File: src/rtl/filter_line_feeder.sv
// ---------------------------------------------------------------------------
// filter_line_feeder
//
// Upstream sequencer for the 720-px 3x3 line filter. Takes one RGB565 pixel
// at a time from a valid/ready stream, writes it into the filter at the
// current column cursor, waits for the filter to produce its result, and
// re-emits that result as a valid/ready stream tagged with column, line and
// end-of-line information. Line-length violations and filter timeouts are
// reported through sticky error flags.
//
// Ports:
//   clk, reset            system clock, asynchronous active-high reset
//   s_valid/s_ready       input pixel handshake
//   s_data                input RGB565 pixel
//   s_sof, s_eol          start-of-frame / end-of-line, qualified by handshake
//   f_din, f_wren         pixel and write strobe towards the filter
//   f_cursor              filter column cursor (held for write and read)
//   f_dout, f_rdy         filter result and its ready flag
//   m_valid/m_ready       output pixel handshake
//   m_data, m_last        filtered pixel, last-of-line marker
//   col, line_cnt         position of the pixel in flight
//   err_eol, err_timeout  sticky line-length and filter-timeout errors
// ---------------------------------------------------------------------------
module filter_line_feeder #(
    parameter int BLOCK_LENGTH = 720,
    parameter int MIN_WAIT     = 3,
    parameter int TIMEOUT      = 15
) (
    input  logic        clk,
    input  logic        reset,
    input  logic        s_valid,
    output logic        s_ready,
    input  logic [15:0] s_data,
    input  logic        s_sof,
    input  logic        s_eol,
    output logic [15:0] f_din,
    output logic        f_wren,
    output logic [9:0]  f_cursor,
    input  logic [15:0] f_dout,
    input  logic        f_rdy,
    output logic        m_valid,
    input  logic        m_ready,
    output logic [15:0] m_data,
    output logic        m_last,
    output logic [9:0]  col,
    output logic [9:0]  line_cnt,
    output logic        err_eol,
    output logic        err_timeout
);

    localparam int WAIT_W = (TIMEOUT > 1) ? $clog2(TIMEOUT) : 1;
    localparam logic [WAIT_W-1:0] RDY_MIN  = WAIT_W'(MIN_WAIT - 1);
    localparam logic [WAIT_W-1:0] TO_LAST  = WAIT_W'(TIMEOUT - 1);
    localparam logic [9:0]        COL_LAST = 10'(BLOCK_LENGTH - 1);

    typedef enum logic [1:0] {
        ST_IDLE,
        ST_WRITE,
        ST_WAIT,
        ST_OUT
    } state_t;

    state_t              state_q;
    logic                s_ready_q;
    logic [15:0]         f_din_q;
    logic                f_wren_q;
    logic [9:0]          col_q;
    logic [9:0]          line_q;
    logic                eol_q;
    logic [WAIT_W-1:0]   wait_q;
    logic                m_valid_q;
    logic [15:0]         m_data_q;
    logic                m_last_q;
    logic                err_eol_q;
    logic                err_to_q;

    // Pixel sits at the final column of a nominal line.
    logic col_end_d;
    assign col_end_d = (col_q == COL_LAST);

    // Filter may be read once the RAM latency window has passed and it
    // reports ready; otherwise the timeout forces a capture.
    logic rdy_ok_d;
    logic timeout_d;
    assign rdy_ok_d  = f_rdy && (wait_q >= RDY_MIN);
    assign timeout_d = (wait_q == TO_LAST);

    // Single sequencer: one pixel in flight, every output registered.
    // The cursor is simply the column register, so it stays put from the
    // write cycle through the whole read phase.
    always_ff @(posedge clk or posedge reset) begin
        if (reset) begin
            state_q   <= ST_IDLE;
            s_ready_q <= 1'b1;
            f_din_q   <= '0;
            f_wren_q  <= 1'b0;
            col_q     <= '0;
            line_q    <= '0;
            eol_q     <= 1'b0;
            wait_q    <= '0;
            m_valid_q <= 1'b0;
            m_data_q  <= '0;
            m_last_q  <= 1'b0;
            err_eol_q <= 1'b0;
            err_to_q  <= 1'b0;
        end else begin
            case (state_q)
                ST_IDLE: begin
                    if (s_valid && s_ready_q) begin
                        f_din_q   <= s_data;
                        eol_q     <= s_eol;
                        f_wren_q  <= 1'b1;
                        s_ready_q <= 1'b0;
                        // Start of frame re-anchors the position for this pixel.
                        if (s_sof) begin
                            col_q  <= '0;
                            line_q <= '0;
                        end
                        state_q <= ST_WRITE;
                    end
                end

                ST_WRITE: begin
                    f_wren_q <= 1'b0;
                    wait_q   <= '0;
                    state_q  <= ST_WAIT;
                end

                ST_WAIT: begin
                    if (rdy_ok_d || timeout_d) begin
                        m_data_q  <= f_dout;
                        m_valid_q <= 1'b1;
                        // Line ends on either marker; disagreement between the
                        // eol flag and the column count is a length error.
                        m_last_q  <= eol_q | col_end_d;
                        if (eol_q != col_end_d) begin
                            err_eol_q <= 1'b1;
                        end
                        if (!rdy_ok_d) begin
                            err_to_q <= 1'b1;
                        end
                        state_q <= ST_OUT;
                    end else begin
                        wait_q <= wait_q + WAIT_W'(1);
                    end
                end

                ST_OUT: begin
                    if (m_ready) begin
                        m_valid_q <= 1'b0;
                        m_last_q  <= 1'b0;
                        s_ready_q <= 1'b1;
                        if (m_last_q) begin
                            col_q  <= '0;
                            line_q <= line_q + 10'd1;
                        end else begin
                            col_q  <= col_q + 10'd1;
                        end
                        state_q <= ST_IDLE;
                    end
                end

                default: begin
                    state_q <= ST_IDLE;
                end
            endcase
        end
    end

    assign s_ready     = s_ready_q;
    assign f_din       = f_din_q;
    assign f_wren      = f_wren_q;
    assign f_cursor    = col_q;
    assign m_valid     = m_valid_q;
    assign m_data      = m_data_q;
    assign m_last      = m_last_q;
    assign col         = col_q;
    assign line_cnt    = line_q;
    assign err_eol     = err_eol_q;
    assign err_timeout = err_to_q;

endmodule

File: config.mk
export PLATFORM = sky130hd
export DESIGN_NAME = filter_line_feeder
export DESIGN_NICKNAME = d
export VERILOG_FILES = /design/src/rtl/filter_line_feeder.sv
export SDC_FILE = /design/constraint.sdc
export NUM_CORES = 1
export LEC_CHECK = 0
export CAP_MARGIN = 5
export CORE_MARGIN = 2
export CORE_UTILIZATION = 44
export CTS_CLUSTER_DIAMETER = 100
export DETAILED_ROUTE_END_ITERATION = 10
export PLACE_DENSITY = 0.77
export SYNTH_ARGS = -nofsm -noshare
export SYNTH_HDL_FRONTEND = slang
export SYNTH_SLANG_ARGS = --single-unit
File: constraint.sdc
create_clock -name clk -period 2.5 [get_ports clk]
set_input_delay 0.625 -clock clk [delete_from_list [all_inputs] [get_ports clk]]
set_output_delay 0.625 -clock clk [all_outputs]
set_load 0.01 [all_outputs]
# --- Word-level counts from Yosys, hierarchy flattened ---
# Cells that the tools add are included.
op_classes:
  bitwise: 2
  n_mux: 24
  reduce_logical: 19
  order_cmp: 1
  add_sub_neg: 3
  eq_ne: 12
ops:
  columns: ["cell", "n"]
  rows:
  - ["$mux 10", 6]
  - ["$pmux 10 s2", 2]
  - ["$add 10x1->10 const B", 2]
  - ["$reduce_and 3->1", 5]
  - ["$ne 2x2->1 const B", 6]
  - ["$eq 10x10->1 const B", 1]
  - ["$pmux 1 s2", 4]
  - ["$pmux 2 s4", 1]
  - ["$pmux 4 s2", 1]
  - ["$reduce_and 2->1", 4]
  - ["$reduce_bool 2->1", 4]
  - ["$mux 1", 6]
  - ["$mux 2", 3]
  - ["$reduce_and 5->1", 1]
  - ["$add 4x1->4 const B", 1]
  - ["$eq 2x2->1 const B", 2]
  - ["$eq 4x4->1 const B", 1]
  - ["$ge 4x2->1 const B", 1]
  - ["$mux 4", 1]
  - ["$reduce_and 4->1", 1]
  - ["$eq 2x1->1 const B", 1]
  - ["$logic_and 1x1->1", 2]
  - ["$logic_not 2->1", 1]
  - ["$logic_or 1x1->1", 1]
  - ["other kinds (3)", 3]
word_totals:
  input_bits: 39
  register_bits: 65
  word_cells: 74
  out_inout_bits: 68

# --- Longest topological paths before layout ---
depth:
  ltp_word: 5
  ltp_mapped: 8
  ltp_nobuf: 6

# --- Worst setup path before layout ---
# No wires, ideal clock.
synth_timing:
  path_type: "register to register"
  startpoint: "register wait_q[0]"
  endpoint: "register m_data_q[10] (netlist: m_data[10])"
  stages_incl_launch_ff: 8
  required_ns: 2.375
  arrival_time_ns: 1.770
  setup_ns: 0.125
  path_buffers: 1
  synth_period_minus_slack_ns: 1.895
  path_slack_ns: 0.605
  cell_sequence: "dfrtp_1 inv_1 ha_1 o31ai_1 nand3_1 nand2_1 buf_4 mux2_2"
synth_between:
  elab_chain_len: 4
  word_cells_on_any_way: 5
  cone_classes: "order compare (1); eq/ne (1); reduce/logical (3)"
synth_lines:
  columns: ["item", "line_no", "text"]
  rows:
  - ["from (decl)", "70", "logic [WAIT_W-1:0] wait_q;"]
  - ["from (signal assigned)", "144", "wait_q <= wait_q + WAIT_W'(1);"]
  - ["$ge 4x2->1", "85", "assign rdy_ok_d = f_rdy && (wait_q >= RDY_MIN);"]
  - ["$logic_and 1x1->1", "85", null]
  - ["$logic_or 1x1->1 (*)", "130", "if (rdy_ok_d || timeout_d) begin"]
  - ["$reduce_and 2->1 (no line) (*)", null, null]
  - ["to (signal assigned)", "131", "m_data_q <= f_dout;"]
  - ["to (decl)", "72", "logic [15:0] m_data_q;"]
# Every way passes the cells marked *; elsewhere a longest branch is shown, timed or not.
# A chain may end at the register's enable or synchronous reset.

# --- Final worst setup path ---
layout_timing:
  startpoint: "register state_q[0]"
  endpoint: "register line_q[9] (netlist: line_cnt[9])"
layout_between:
  elab_chain_len: 3
  word_cells_on_any_way: 9
  cone_classes: "eq/ne (5); mux (1); reduce/logical (3)"
layout_lines:
  columns: ["item", "line_no", "text"]
  rows:
  - ["from (decl)", "63", "state_t state_q;"]
  - ["from (signal assigned)", "93", "state_q <= ST_IDLE;"]
  - ["from (signal assigned)", "119", "state_q <= ST_WRITE;"]
  - ["from (signal assigned)", "126", "state_q <= ST_WAIT;"]
  - ["$eq 2x2->1 or $logic_not 2->1 (tied branches)", "107", "case (state_q)"]
  - ["$ne 2x2->1 (no line) or $reduce_bool 2->1 (tied branches)", null, null]
  - ["$reduce_and 5->1 (no line)", null, null]
  - ["to (signal assigned)", "155", "line_q <= line_q + 10'd1;"]
  - ["to (decl)", "68", "logic [9:0] line_q;"]
# Parallel ways exist; a longest one is shown, timed or not.

==> flow_summary.rst <==
.. list-table::
   :header-rows: 1

   * - Metric
     - Value
   * - Die extent in x
     - 88.4 um
   * - Drt first pass iters
     - 4
   * - # port buffers
     - 106
   * - Class of the most critical hold timing path
     - reg -> reg
   * - Number of buffers on the longest clock path
     - 2
   * - Timing-limited maximum frequency
     - 0.452 GHz
   * - Area Growth Syn to Fin
     - 43.7%
   * - Synthesized net count
     - 315
   * - TritonCTS clock tree
     - built
   * - Category of the critical setup timing path
     - reg -> reg
   * - Combinational share of power
     - 0.045
   * - Number of CTS-inserted buffers
     - 9
   * - H-tree lvl count
     - 3
   * - VDD IR-drop max
     - 0.000389 V
   * - Slowest cell on crit path
     - sky130_fd_sc_hd__or4_1
   * - Share of post-route cells with drive strength above 1
     - 0.182
   * - Category of the worst setup path capture point
     - register
   * - Final instance area
     - 0.00450 mm^2
   * - Core area
     - 0.00683 mm^2
   * - Final setup vio count
     - 0
   * - Prevailing post-synth register cell
     - sky130_fd_sc_hd__dfrtp_1
   * - Root buffer cell
     - sky130_fd_sc_hd__clkbuf_8
   * - DRT Wirelength
     - 6870 um
   * - Highest cell delay on the worst timing path
     - 0.53 ns
   * - Family of cells with the greatest summed delay on the critical path
     - simple AND/OR/NAND/NOR gates
   * - Portion of total power attributed to the clock network
     - 0.461
   * - Count of different cell masters after synthesis
     - 49
   * - Number of enable flip-flop cells after synthesis
     - 0
   * - Number of instances resized during post-cts repair
     - 0
   * - Required @ worst endpoint
     - 2.76 ns
   * - Drt via density
     - 5.21
   * - Worst reg-to-reg path cell count
     - 6
   * - Top fanout value on the critical path
     - 11
   * - Final #Nets
     - 424
   * - Busiest grt layer
     - met2
   * - Post-placement cell area
     - 0.00428 mm^2
   * - Worst setup skew after layout
     - 0.0107 ns
   * - Remaining Overflow, GRT
     - 0
   * - Number of top-level pins
     - 107
   * - Post-synthesis cell area
     - 0.00314 mm^2
   * - Worst EP arrival
     - 2.48 ns
   * - Aggregate negative setup slack
     - 0 ns
   * - Number of buffers inserted for hold repair after clock tree synthesis
     - 0
   * - Dominant cells by area after synthesis
     - sky130_fd_sc_hd__dfrtp_1 51%, sky130_fd_sc_hd__mux2_2 13%, sky130_fd_sc_hd__ha_1 4.0%
   * - GR met1 Demand/Resource
     - 0.233
   * - Slew at the pin with the worst max-slew slack
     - 0.545 ns
   * - Worst Hold Path Cells
     - 1
   * - Fraction of the cycle the final worst path needs
     - 0.884
   * - Tot GR Track Use
     - 0.187
   * - Number of antenna-violating nets in the routed design
     - 0
   * - Effective utilization at floorplan
     - 0.459
   * - Met3 usage
     - 0.0812
   * - Minimum clock period
     - 2.21 ns
   * - Startpoint types
     - register
   * - Seq/Total Area, Yosys
     - 0.519
   * - Total power per unit cell area
     - 473 mW/mm^2
   * - Most common cell after layout, fill and taps aside
     - sky130_fd_sc_hd__clkdlybuf4s50_1
   * - Yosys synthesis warning count
     - 0
   * - Final hold violation count
     - 0
   * - FFs w/ async S/R, synth
     - 1.00
   * - Overall via count from detail_route
     - 2478
   * - Synth Area per Inst
     - 11.8 um^2
   * - Number of buffers added for setup after CTS
     - 0
   * - Design internal power
     - 1700 uW
   * - Wire length per cell
     - 14.4 um
   * - Leakage
     - 0.00199 uW
   * - Sum of net half-perimeters after detailed placement
     - 5190 um
   * - # diodes
     - 0
   * - Cell type with the largest total area after synthesis
     - sky130_fd_sc_hd__dfrtp_1
   * - Number of instances in the synthesized netlist
     - 266
   * - Global-route wire length before repair
     - 11300 um
   * - Met2 Resource Use GR
     - 0.298
   * - TritonCTS sink count
     - 65
   * - Status
     - finished, final reports clean
   * - Antenna violations before repair
     - 0
   * - Most frequent cells in the layout
     - 106 x sky130_fd_sc_hd__clkdlybuf4s50_1, 64 x sky130_fd_sc_hd__dfrtp_1, 35 x sky130_fd_sc_hd__mux2_2
   * - Max-cap violation count
     - 0
   * - Share of total power consumed by net switching
     - 0.203
   * - Critical path depth
     - 6
   * - Total buffers and inverters traversed by the critical path
     - 1
   * - Die Span Y
     - 88.4 um
   * - Synth Register Bits
     - 65
   * - Number of placement rows
     - 30
   * - Chain of cells forming the critical path
     - inv_1 -> ha_1 -> nand4_4 -> a21o_1 -> or4_1 -> a21oi_1
   * - Worst slew margin
     - 0.636
   * - Global placement routability congestion
     - 0.847
   * - Top cell type's share of synthesized area
     - 0.511
   * - Fin. max-slew vios
     - 0
   * - Clock-pin slew reported for the worst setup and hold paths after clock tree synthesis
     - 0.07 ns
   * - Maximum number of pins on one net before global-route repair
     - 32
   * - Number of remaining DRC errors
     - 0
   * - Via count of the first global-routing pass
     - 2491
   * - Number of fillers in the final layout
     - 556
   * - RSZ-0062 raised after global routing
     - no
   * - Switching power summed over all nets
     - 432 uW
   * - Violation count after the first detailed-route iteration
     - 126
   * - Clock latency on the worst-skew pair
     - 0.34 ns
   * - Part of the total power dissipated in sequential elements
     - 0.494
   * - Total Die Area
     - 0.00782 mm^2
   * - Final-layout worst hold slack
     - 0.477 ns
-- stage by stage --
| step | util | std cells | power, uW | setup slack (ns) |
|---|---|---|---|---|
| final | 0.659 | 476 | 2130 | 0.289 |
| after global routing | 0.659 | 476 | 2210 | 0.102 |
| after CTS | 0.659 | 476 | 2160 | 0.266 |
| after detailed placement | 0.627 | 460 | 1170 | 0.0711 |
| after global placement | 0.627 | 460 | 1170 | 0.132 |
| after floorplan | - | 266 | 1090 | 0.250 |
-- kinds of logic (layout without fill, tap and decap cells) --
logic type | Yosys count | count (layout) | share of synthesized area
AND/OR/NAND/NOR | 71 | 71 | 0.130
flip-flops | 65 | 65 | 0.519
AO/OA/AOI/OAI | 49 | 49 | 0.108
multiplexers | 41 | 41 | 0.145
buffers and inverters | 27 | 141 | 0.0491
adder cells (fa/ha/maj) | 10 | 10 | 0.0399
XOR/XNOR | 3 | 3 | 0.00838
-- sequential cells by signal, summed over array words and instances, names as in the netlist --
name	flops
wait_q	4
f_din	16
eol_q	1
m_data	16
err_timeout	1
state_q	2
err_eol	1
m_last	1
m_valid	1
s_ready	1
line_cnt	10
f_wren	1
col	10
-- metal layers --
layer / part of all wire / vias to the layer above
li1: - / 1181
met1: 0.42 / 1195
met2: 0.48 / 94
met3: 0.091 / 8
met4: 0.013 / 0
met5: 0 / -
-- final timing paths --
| kind | startpoint | end | slack [ns] |
|---|---|---|---|
| hold / removal | err_timeout$_DFFE_PP0P_ | err_timeout$_DFFE_PP0P_ | 0.48 |
| min in group asynchronous | reset | m_data[6]$_DFFE_PP0P_ | 0.65 |
| max in group asynchronous | reset | f_wren$_DFFE_PP0P_ | 1.26 |
| hold reg to reg | err_timeout$_DFFE_PP0P_ | err_timeout$_DFFE_PP0P_ | 0.48 |
| setup reg to reg | state_q[0]$_DFFE_PP0P_ | line_cnt[9]$_DFFE_PP0P_ | 0.29 |
| setup / recovery | state_q[0]$_DFFE_PP0P_ | line_cnt[9]$_DFFE_PP0P_ | 0.29 |
-- cell usage after synthesis, types with 6 or more instances --
library cell / n
sky130_fd_sc_hd__o21ai_0: 12
sky130_fd_sc_hd__nand3_1: 11
sky130_fd_sc_hd__nor2_1: 7
sky130_fd_sc_hd__o31ai_1: 8
sky130_fd_sc_hd__buf_4: 11
sky130_fd_sc_hd__dfrtp_1: 64
sky130_fd_sc_hd__mux2_2: 35
sky130_fd_sc_hd__a21oi_1: 11
sky130_fd_sc_hd__nand2_1: 21
sky130_fd_sc_hd__inv_1: 9
sky130_fd_sc_hd__ha_1: 10
sky130_fd_sc_hd__mux2i_1: 6
-- power groups by stage --
stage          Combinational, uW  Clock, uW  Sequential (uW)
2_1_floorplan               19.1          0             1070
3_3_place_gp                96.1          0             1070
3_5_place_dp                98.3          0             1070
4_1_cts                     98.7       1010             1050
5_1_grt                      106       1050             1050
6_report                    95.9        983             1050
-- final cells by class --
class | instances | area, um^2 | share of cell area
Tap cell | 96 | 120 | 0.0267
Sequential cell | 65 | 1630 | 0.361
Timing Repair Buffer | 116 | 1150 | 0.255
Inverter | 9 | 33.8 | 0.00750
Multi-Input combinational cell | 174 | 1350 | 0.301
Clock inverter | 5 | 78.8 | 0.0175
Clock buffer | 11 | 141 | 0.0314
(Power assumes the default switching activity.)
